[config.mk]
export PLATFORM = sky130hd
export DESIGN_NAME = fir_dac_serializer_flat
export DESIGN_NICKNAME = d
export VERILOG_FILES = /design/src/rtl/fir_tx_pkg.sv /design/src/rtl/fir_dac_serializer_if.sv /design/src/rtl/fir_dac_serializer_sample_fifo.sv /design/src/rtl/fir_dac_serializer.sv /design/src/flat_wrapper.sv
export SDC_FILE = /design/constraint.sdc
export NUM_CORES = 1
export LEC_CHECK = 0
export ABC_AREA = 1
export BUFFER_PORTS_ARGS = -buffer_cell sky130_fd_sc_hd__buf_2
export CAP_MARGIN = 10
export CORE_MARGIN = 3
export CORE_UTILIZATION = 62
export CTS_CLUSTER_DIAMETER = 200
export DETAILED_ROUTE_END_ITERATION = 12
export PLACE_DENSITY = 0.81
export SLEW_MARGIN = 10
export SYNTH_ARGS = -nofsm -noshare
export SYNTH_HDL_FRONTEND = slang
export SYNTH_SLANG_ARGS = --single-unit
[constraint.sdc]
create_clock -name clk -period 5.06 [get_ports clk]
set_clock_uncertainty 0.15 [all_clocks]
set_input_delay 0.506 -clock clk [delete_from_list [all_inputs] [get_ports clk]]
set_output_delay 0.506 -clock clk [all_outputs]
set_load 0.005 [all_outputs]
[src/rtl/fir_tx_pkg.sv]
// Shared constants for the filter transmit path: FSM encodings, default sizes,
// and width helpers.
package fir_tx_pkg;

    localparam logic [1:0] ST_IDLE  = 2'd0;
    localparam logic [1:0] ST_LOAD  = 2'd1;
    localparam logic [1:0] ST_SHIFT = 2'd2;
    localparam logic [1:0] ST_GAP   = 2'd3;

    localparam int DEF_DATA_W     = 8;
    localparam int DEF_CLK_DIV    = 4;
    localparam int DEF_FIFO_DEPTH = 4;

    // Counter/pointer width that never collapses to zero bits.
    function automatic int clog2_min1(input int n);
        return (n > 1) ? $clog2(n) : 1;
    endfunction

    localparam int DEF_DIV_W = clog2_min1(DEF_CLK_DIV);
    localparam int DEF_BIT_W = clog2_min1(DEF_DATA_W);
    localparam int DEF_PTR_W = clog2_min1(DEF_FIFO_DEPTH);
    localparam int DEF_CNT_W = $clog2(DEF_FIFO_DEPTH + 1);

endpackage

[src/rtl/fir_dac_serializer_if.sv]
// Parallel sample valid/ready handshake between the filter pipeline and the
// DAC serializer.
interface fir_dac_serializer_if #(
    parameter int DATA_W = 8
);
    logic [DATA_W-1:0] in_data;
    logic              in_valid;
    logic              in_ready;

    modport master (
        output in_data,
        output in_valid,
        input  in_ready
    );

    modport slave (
        input  in_data,
        input  in_valid,
        output in_ready
    );
endinterface

[src/rtl/fir_dac_serializer_sample_fifo.sv]
// Synchronous sample FIFO with push/pop, full/empty and occupancy count.
// Full and empty decode from the registered count; overflow/underflow are gated.
module sample_fifo
    import fir_tx_pkg::*;
#(
    parameter int DATA_W     = DEF_DATA_W,
    parameter int FIFO_DEPTH = DEF_FIFO_DEPTH,
    localparam int PTR_W     = clog2_min1(FIFO_DEPTH),
    localparam int CNT_W     = $clog2(FIFO_DEPTH + 1)
) (
    input  logic              clk,
    input  logic              rst,
    input  logic              i_push,
    input  logic [DATA_W-1:0] i_data,
    input  logic              i_pop,
    output logic [DATA_W-1:0] o_data,
    output logic              o_full,
    output logic              o_empty,
    output logic [CNT_W-1:0]  o_count
);

    logic [DATA_W-1:0] r_mem [FIFO_DEPTH];
    logic [PTR_W-1:0]  r_wr_ptr;
    logic [PTR_W-1:0]  r_rd_ptr;
    logic [CNT_W-1:0]  r_count;
    logic              w_push;
    logic              w_pop;

    assign o_full  = (r_count == CNT_W'(FIFO_DEPTH));
    assign o_empty = (r_count == '0);
    assign o_count = r_count;
    assign o_data  = r_mem[r_rd_ptr];
    assign w_push  = i_push && !o_full;
    assign w_pop   = i_pop && !o_empty;

    always_ff @(posedge clk) begin
        if (w_push) begin
            r_mem[r_wr_ptr] <= i_data;
        end
    end

    // Depth is a power of two, so the pointers wrap naturally.
    always_ff @(posedge clk or posedge rst) begin
        if (rst) begin
            r_wr_ptr <= '0;
            r_rd_ptr <= '0;
            r_count  <= '0;
        end else begin
            if (w_push) begin
                r_wr_ptr <= r_wr_ptr + PTR_W'(1);
            end
            if (w_pop) begin
                r_rd_ptr <= r_rd_ptr + PTR_W'(1);
            end
            if (w_push && !w_pop) begin
                r_count <= r_count + CNT_W'(1);
            end else if (!w_push && w_pop) begin
                r_count <= r_count - CNT_W'(1);
            end
        end
    end

endmodule

[src/rtl/fir_dac_serializer.sv]
// Filter output serializer: buffers parallel samples and shifts each one
// MSB-first onto a 3-wire DAC interface (sclk, sdata, sync_n).
module fir_dac_serializer
    import fir_tx_pkg::*;
#(
    parameter int DATA_W     = DEF_DATA_W,
    parameter int CLK_DIV    = DEF_CLK_DIV,
    parameter int FIFO_DEPTH = DEF_FIFO_DEPTH
) (
    input  logic                 clk,
    input  logic                 rst,
    fir_dac_serializer_if.slave  s_in,
    output logic                 sclk,
    output logic                 sdata,
    output logic                 sync_n,
    output logic                 busy
);

    localparam int DIV_W = clog2_min1(CLK_DIV);
    localparam int BIT_W = clog2_min1(DATA_W);
    localparam int CNT_W = $clog2(FIFO_DEPTH + 1);

    logic [1:0]        r_state;
    logic [DATA_W-1:0] r_sr;
    logic [DIV_W-1:0]  r_div;
    logic [BIT_W-1:0]  r_bit_cnt;
    logic              r_sclk;
    logic              r_sdata;
    logic              r_sync_n;
    logic              r_busy;

    logic [1:0]        w_state_d;
    logic [DATA_W-1:0] w_sr_d;
    logic [DIV_W-1:0]  w_div_d;
    logic [BIT_W-1:0]  w_bit_cnt_d;
    logic              w_sclk_d;
    logic              w_sdata_d;
    logic              w_sync_n_d;
    logic              w_busy_d;

    logic              w_push;
    logic              w_pop;
    logic              w_full;
    logic              w_empty;
    logic [DATA_W-1:0] w_fifo_data;
    logic [CNT_W-1:0]  w_fifo_count;
    logic [CNT_W-1:0]  w_count_d;
    logic              w_div_wrap;

    assign s_in.in_ready = !w_full;
    assign w_push        = s_in.in_valid && !w_full;
    assign w_div_wrap    = (r_div == DIV_W'(CLK_DIV - 1));

    sample_fifo #(
        .DATA_W     (DATA_W),
        .FIFO_DEPTH (FIFO_DEPTH)
    ) u_fifo (
        .clk     (clk),
        .rst     (rst),
        .i_push  (s_in.in_valid),
        .i_data  (s_in.in_data),
        .i_pop   (w_pop),
        .o_data  (w_fifo_data),
        .o_full  (w_full),
        .o_empty (w_empty),
        .o_count (w_fifo_count)
    );

    always_comb begin
        w_state_d   = r_state;
        w_sr_d      = r_sr;
        w_div_d     = r_div;
        w_bit_cnt_d = r_bit_cnt;
        w_sclk_d    = r_sclk;
        w_sdata_d   = r_sdata;
        w_sync_n_d  = r_sync_n;
        w_pop       = 1'b0;
        case (r_state)
            ST_IDLE: begin
                if (!w_empty) begin
                    w_pop     = 1'b1;
                    w_sr_d    = w_fifo_data;
                    w_state_d = ST_LOAD;
                end
            end
            ST_LOAD: begin
                w_sync_n_d  = 1'b0;
                w_sdata_d   = r_sr[DATA_W-1];
                w_sclk_d    = 1'b0;
                w_div_d     = '0;
                w_bit_cnt_d = '0;
                w_state_d   = ST_SHIFT;
            end
            ST_SHIFT: begin
                if (w_div_wrap) begin
                    w_div_d  = '0;
                    w_sclk_d = !r_sclk;
                    // Falling toggle: either advance to the next bit or close the frame.
                    if (r_sclk) begin
                        if (r_bit_cnt == BIT_W'(DATA_W - 1)) begin
                            w_sync_n_d  = 1'b1;
                            w_sdata_d   = 1'b0;
                            w_bit_cnt_d = '0;
                            w_state_d   = ST_GAP;
                        end else begin
                            w_bit_cnt_d = r_bit_cnt + BIT_W'(1);
                            w_sr_d      = {r_sr[DATA_W-2:0], 1'b0};
                            w_sdata_d   = r_sr[DATA_W-2];
                        end
                    end
                end else begin
                    w_div_d = r_div + DIV_W'(1);
                end
            end
            ST_GAP: begin
                if (w_div_wrap) begin
                    w_div_d = '0;
                    if (!w_empty) begin
                        w_pop     = 1'b1;
                        w_sr_d    = w_fifo_data;
                        w_state_d = ST_LOAD;
                    end else begin
                        w_state_d = ST_IDLE;
                    end
                end else begin
                    w_div_d = r_div + DIV_W'(1);
                end
            end
            default: begin
                w_state_d = ST_IDLE;
            end
        endcase
    end

    // busy is registered, so it is derived from next-cycle state and occupancy.
    always_comb begin
        w_count_d = w_fifo_count;
        if (w_push && !w_pop) begin
            w_count_d = w_fifo_count + CNT_W'(1);
        end else if (!w_push && w_pop) begin
            w_count_d = w_fifo_count - CNT_W'(1);
        end
        w_busy_d = (w_state_d != ST_IDLE) || (w_count_d != '0);
    end

    always_ff @(posedge clk or posedge rst) begin
        if (rst) begin
            r_state   <= ST_IDLE;
            r_sr      <= '0;
            r_div     <= '0;
            r_bit_cnt <= '0;
            r_sclk    <= 1'b0;
            r_sdata   <= 1'b0;
            r_sync_n  <= 1'b1;
            r_busy    <= 1'b0;
        end else begin
            r_state   <= w_state_d;
            r_sr      <= w_sr_d;
            r_div     <= w_div_d;
            r_bit_cnt <= w_bit_cnt_d;
            r_sclk    <= w_sclk_d;
            r_sdata   <= w_sdata_d;
            r_sync_n  <= w_sync_n_d;
            r_busy    <= w_busy_d;
        end
    end

    assign sclk   = r_sclk;
    assign sdata  = r_sdata;
    assign sync_n = r_sync_n;
    assign busy   = r_busy;

endmodule

[src/flat_wrapper.sv]
// flat-port wrapper written by rule: the top's interface ports become plain ports
module fir_dac_serializer_flat import fir_tx_pkg::*;
#(
    parameter int DATA_W     = DEF_DATA_W,
    parameter int CLK_DIV    = DEF_CLK_DIV,
    parameter int FIFO_DEPTH = DEF_FIFO_DEPTH
)
  (clk, rst, sclk, sdata, sync_n, busy, s_in_in_data, s_in_in_valid, s_in_in_ready);
  fir_dac_serializer_if #(.DATA_W(DATA_W)) s_in_i ();
  input  logic clk;
  input  logic rst;
  output logic sclk;
  output logic sdata;
  output logic sync_n;
  output logic busy;
  input wire logic [$bits(s_in_i.in_data)-1:0] s_in_in_data;
  input wire logic [$bits(s_in_i.in_valid)-1:0] s_in_in_valid;
  output wire logic [$bits(s_in_i.in_ready)-1:0] s_in_in_ready;
  assign s_in_i.in_data = s_in_in_data;
  assign s_in_i.in_valid = s_in_in_valid;
  assign s_in_in_ready = s_in_i.in_ready;
  fir_dac_serializer #(.DATA_W(DATA_W), .CLK_DIV(CLK_DIV), .FIFO_DEPTH(FIFO_DEPTH)) u_core (.clk(clk), .rst(rst), .s_in(s_in_i), .sclk(sclk), .sdata(sdata), .sync_n(sync_n), .busy(busy));
endmodule
==> out/results.md <==
| Parameter | Value | Unit |
|:---|:---|:---|
| Worst-margin pin slew | 1010 | ps |
| Sequence of cells on the critical path | inv_1, ha_1, inv_1, or2_1, nand3_1, nand2_1 | - |
| DRC | 0 | - |
| CTS Buf Count | 9 | - |
| Placement Setup Slack | 2910 | ps |
| Via count of the first global-routing pass | 1821 | - |
| Fraction of the yosys area taken by sequential cells | 56.4 | % |
| Setup ws final | 2940 | ps |
| Routed vias | 1939 | - |
| Number of cells in the finished layout apart from fillers | 358 | - |
| Total power of the final layout | 1.20 | mW |
| Setup repair after global routing missed its margin | false | - |
| Max-cap viol count | 0 | - |
| Standard cell with the maximum stage delay on the critical path | sky130_fd_sc_hd__ha_1 | - |
| Nets | 328 | - |
| Layout cell share with drive strength beyond 1 | 15.0 | % |
| First drt pass iteration count | 4 | - |
| Required time reported for the critical path endpoint | 5130 | ps |
| Data arrival time of the critical path | 2190 | ps |
| Setup bufs post-CTS | 0 | - |
| Routed wire length | 4940 | µm |
| Post-synthesis cell count | 282 | - |
| Critical path launch point type | flop | - |
| Total gr overflow | 0 | - |
| Per-cell routed wire length | 13.8 | µm |
| Number of clock sinks | 58 | - |
| Hold-fix buffers, CTS | 0 | - |
| Count of nets left with antenna violations after detail routing | 0 | - |
| Clock transition at path regs | 70 | ps |
| Netlist cell types | 35 | - |
| F_max | 472 | MHz |
| Initial core utilization | 64.7 | % |
| Post-route design area | 3120 | µm² |
| Placed standard-cell area | 2950 | µm² |
| Leakage component of the power | 1.42 | nW |
| Most used cell along the critical path | sky130_fd_sc_hd__inv_1 | - |
| Count of pins on the block boundary | 16 | - |
| Wire length of the first global-routing pass | 8340 | µm |
| Commonest non-fill, non-tap cell in the layout | sky130_fd_sc_hd__nand2_1 | - |
| Path class of the lowest-slack min-delay path | in -> reg | - |
| Placed Instances | 342 | - |
| Clock insertion delay at the later pin of the skew report | 330 | ps |
| FF+latch count, synth | 58 | - |
| Die outline height | 73.9 | µm |
| Maximum buffer depth of the clock tree | 2 | - |
| Post-route core utilization | 70.8 | % |
| Period minus WS final | 2120 | ps |
| Initial DRC Count | 125 | - |
| Power per Cell Area | 385 | nW/µm² |
| X dimension of the die | 73.9 | µm |
| Most frequent cells in the layout | sky130_fd_sc_hd__nand2_1 (47), sky130_fd_sc_hd__inv_1 (34), sky130_fd_sc_hd__edfxtp_1 (32), sky130_fd_sc_hd__nor2_1 (28), sky130_fd_sc_hd__o21ai_0 (27) | - |
| Pin count of the biggest net entering global routing | 27 | - |
| Clock tree from TritonCTS | built | - |
| Total standard cell area after synthesis | 2860 | µm² |
| Combined global-route utilization of all metal layers | 20.8 | % |
| Run status | complete, no violations | - |
| Gates resized, CTS repair | 0 | - |
| Mean area per synthesized cell | 10.1 | µm² |
| Die Area | 5460 | µm² |
| Cell at the root of the clock tree | sky130_fd_sc_hd__clkbuf_8 | - |
| Crit-path max FO | 16 | - |
| IO Port Bufs | 15 | - |
| Count of final max-slew check failures | 0 | - |
| Worst hold slack after final layout | 240 | ps |
| DP Wirelength | 3450 | µm |
| Final sum of negative setup slack | 0 | ps |
| Delay contributed by the slowest stage of the critical path | 520 | ps |
| Post-synth net total | 309 | - |
| Peak supply drop | 0.289 | mV |
| Antenna violations before repair | 0 | - |
| Setup crit end kind | flop | - |
| Share of the cycle needed by the critical path after routing | 41.9 | % |
| Max-slew headroom | 32.5 | % |
| Number of vias per cell after detailed routing | 5.42 | - |
| N_diodes | 0 | - |
| Kind of critical path | reg -> reg | - |
| Area added between synthesis and finish | 9.33 | % |
| Final estimated routing congestion in global placement | 0.839 | - |
| Count of synthesis-stage warnings from yosys | 0 | - |
| Core area | 4410 | µm² |
| H-tree levels | 3 | - |
| Finish-stage setup viols | 0 | - |
| Count of endpoints failing hold in the final timing report | 0 | - |
| Row count | 24 | - |
report_power, final:
group | switching (mW) | total (mW) | leakage [nW] | internal [mW]
clock | 0.184 | 0.359 | 0.0826 | 0.175
sequential | 0.0363 | 0.614 | 0.595 | 0.577
combinational | 0.152 | 0.230 | 0.743 | 0.0779
worst max-delay path: cells and delay by family (launching register included):
| family | cells | cell delay (ps) |
|---|---|---|
| adder cells (fa/ha/maj) | 1 | 520 |
| buffers and inverters | 2 | 490 |
| flip-flops | 1 | 420 |
| AND/OR/NAND/NOR | 3 | 440 |
layer usage:
metal / global-route usage, % / share of wire [%] / routed length, µm
met1: 28.0 / 47 / 2320
met2: 30.0 / 47 / 2330
met3: 6.43 / 3.9 / 195
met4: 11.5 / 1.9 / 95
met5: 0 / 0 / 0
kinds of logic after synthesis:
| group | after synthesis | share of synthesized area, % |
|---|---|---|
| simple gates | 116 | 19.3 |
| flops | 58 | 56.4 |
| compound gates | 45 | 9.81 |
| buf+inv | 43 | 6.26 |
| fa+ha+maj | 16 | 7.01 |
| xor+xnor | 4 | 1.23 |
area by class of cell:
cell class                      count  area [µm²]
Clock inverter                      7        46.3
Clock buffer                        9         124
Timing Repair Buffer               15        75.1
Fill cell                         325        1290
Sequential cell                    58        1610
Tap cell                           52        65.1
Multi-Input combinational cell    181        1070
Inverter                           36         135
synth_stat cells:
cell type	number	share of area (%)
sky130_fd_sc_hd__o21ai_0	27	4.7
sky130_fd_sc_hd__o21ai_1	1	0.17
sky130_fd_sc_hd__o21ai_2	1	0.31
sky130_fd_sc_hd__or2_2	2	0.44
sky130_fd_sc_hd__nand2_1	47	6.2
sky130_fd_sc_hd__xnor2_1	1	0.31
sky130_fd_sc_hd__a21oi_1	2	0.35
sky130_fd_sc_hd__a21oi_4	1	0.57
sky130_fd_sc_hd__nor2_1	28	3.7
sky130_fd_sc_hd__nand3b_1	1	0.26
sky130_fd_sc_hd__edfxtp_1	32	34
sky130_fd_sc_hd__dfstp_2	1	0.92
sky130_fd_sc_hd__nand2_4	1	0.39
sky130_fd_sc_hd__buf_4	1	0.26
sky130_fd_sc_hd__or2_1	4	0.88
sky130_fd_sc_hd__o211ai_1	8	2.1
sky130_fd_sc_hd__ha_1	16	7.0
sky130_fd_sc_hd__nand4_1	1	0.22
sky130_fd_sc_hd__nand3_1	24	4.2
sky130_fd_sc_hd__inv_2	2	0.26
sky130_fd_sc_hd__nand2_2	3	0.66
sky130_fd_sc_hd__nor2_8	1	0.70
sky130_fd_sc_hd__buf_6	1	0.39
sky130_fd_sc_hd__o21ai_4	1	0.57
sky130_fd_sc_hd__or2_0	1	0.22
sky130_fd_sc_hd__a21boi_1	1	0.26
sky130_fd_sc_hd__nor2_2	1	0.22
sky130_fd_sc_hd__o21a_1	1	0.26
sky130_fd_sc_hd__dfrtp_1	25	22
sky130_fd_sc_hd__buf_2	5	0.88
sky130_fd_sc_hd__nand3_4	2	1.2
sky130_fd_sc_hd__a31oi_1	1	0.22
sky130_fd_sc_hd__inv_1	34	4.5
sky130_fd_sc_hd__o31ai_1	1	0.26
sky130_fd_sc_hd__xor2_1	3	0.92
worst paths after layout:
kind / depth (start not counted) / end / startpoint / slack (ps)
worst min register to register: 2 / u_core.r_div[1] / u_core.r_div[1] / 350
worst max register to register: 6 / u_core.r_sr[5] / u_core.r_state[0] / 2940
max in group asynchronous: 2 / u_core.r_state[1] / rst / 3880
worst max-delay path: 6 / u_core.r_sr[5] / u_core.r_state[0] / 2940
min in group asynchronous: 2 / u_core.u_fifo.r_wr_ptr[1] / rst / 270
worst min-delay path: 1 / u_core.u_fifo.r_mem[1][0] / s_in_in_data[0] / 240
sequential cells by signal, summed over array words and instances (netlist names), 2 cells and up:
signal,cells
u_core.u_fifo.r_wr_ptr,2
u_core.r_bit_cnt,3
u_core.r_state,2
u_core.u_fifo.r_mem,32
u_core.r_div,2
u_core.u_fifo.o_count,3
u_core.u_fifo.r_rd_ptr,2
u_core.r_sr,8
(Power assumes the default switching activity.)
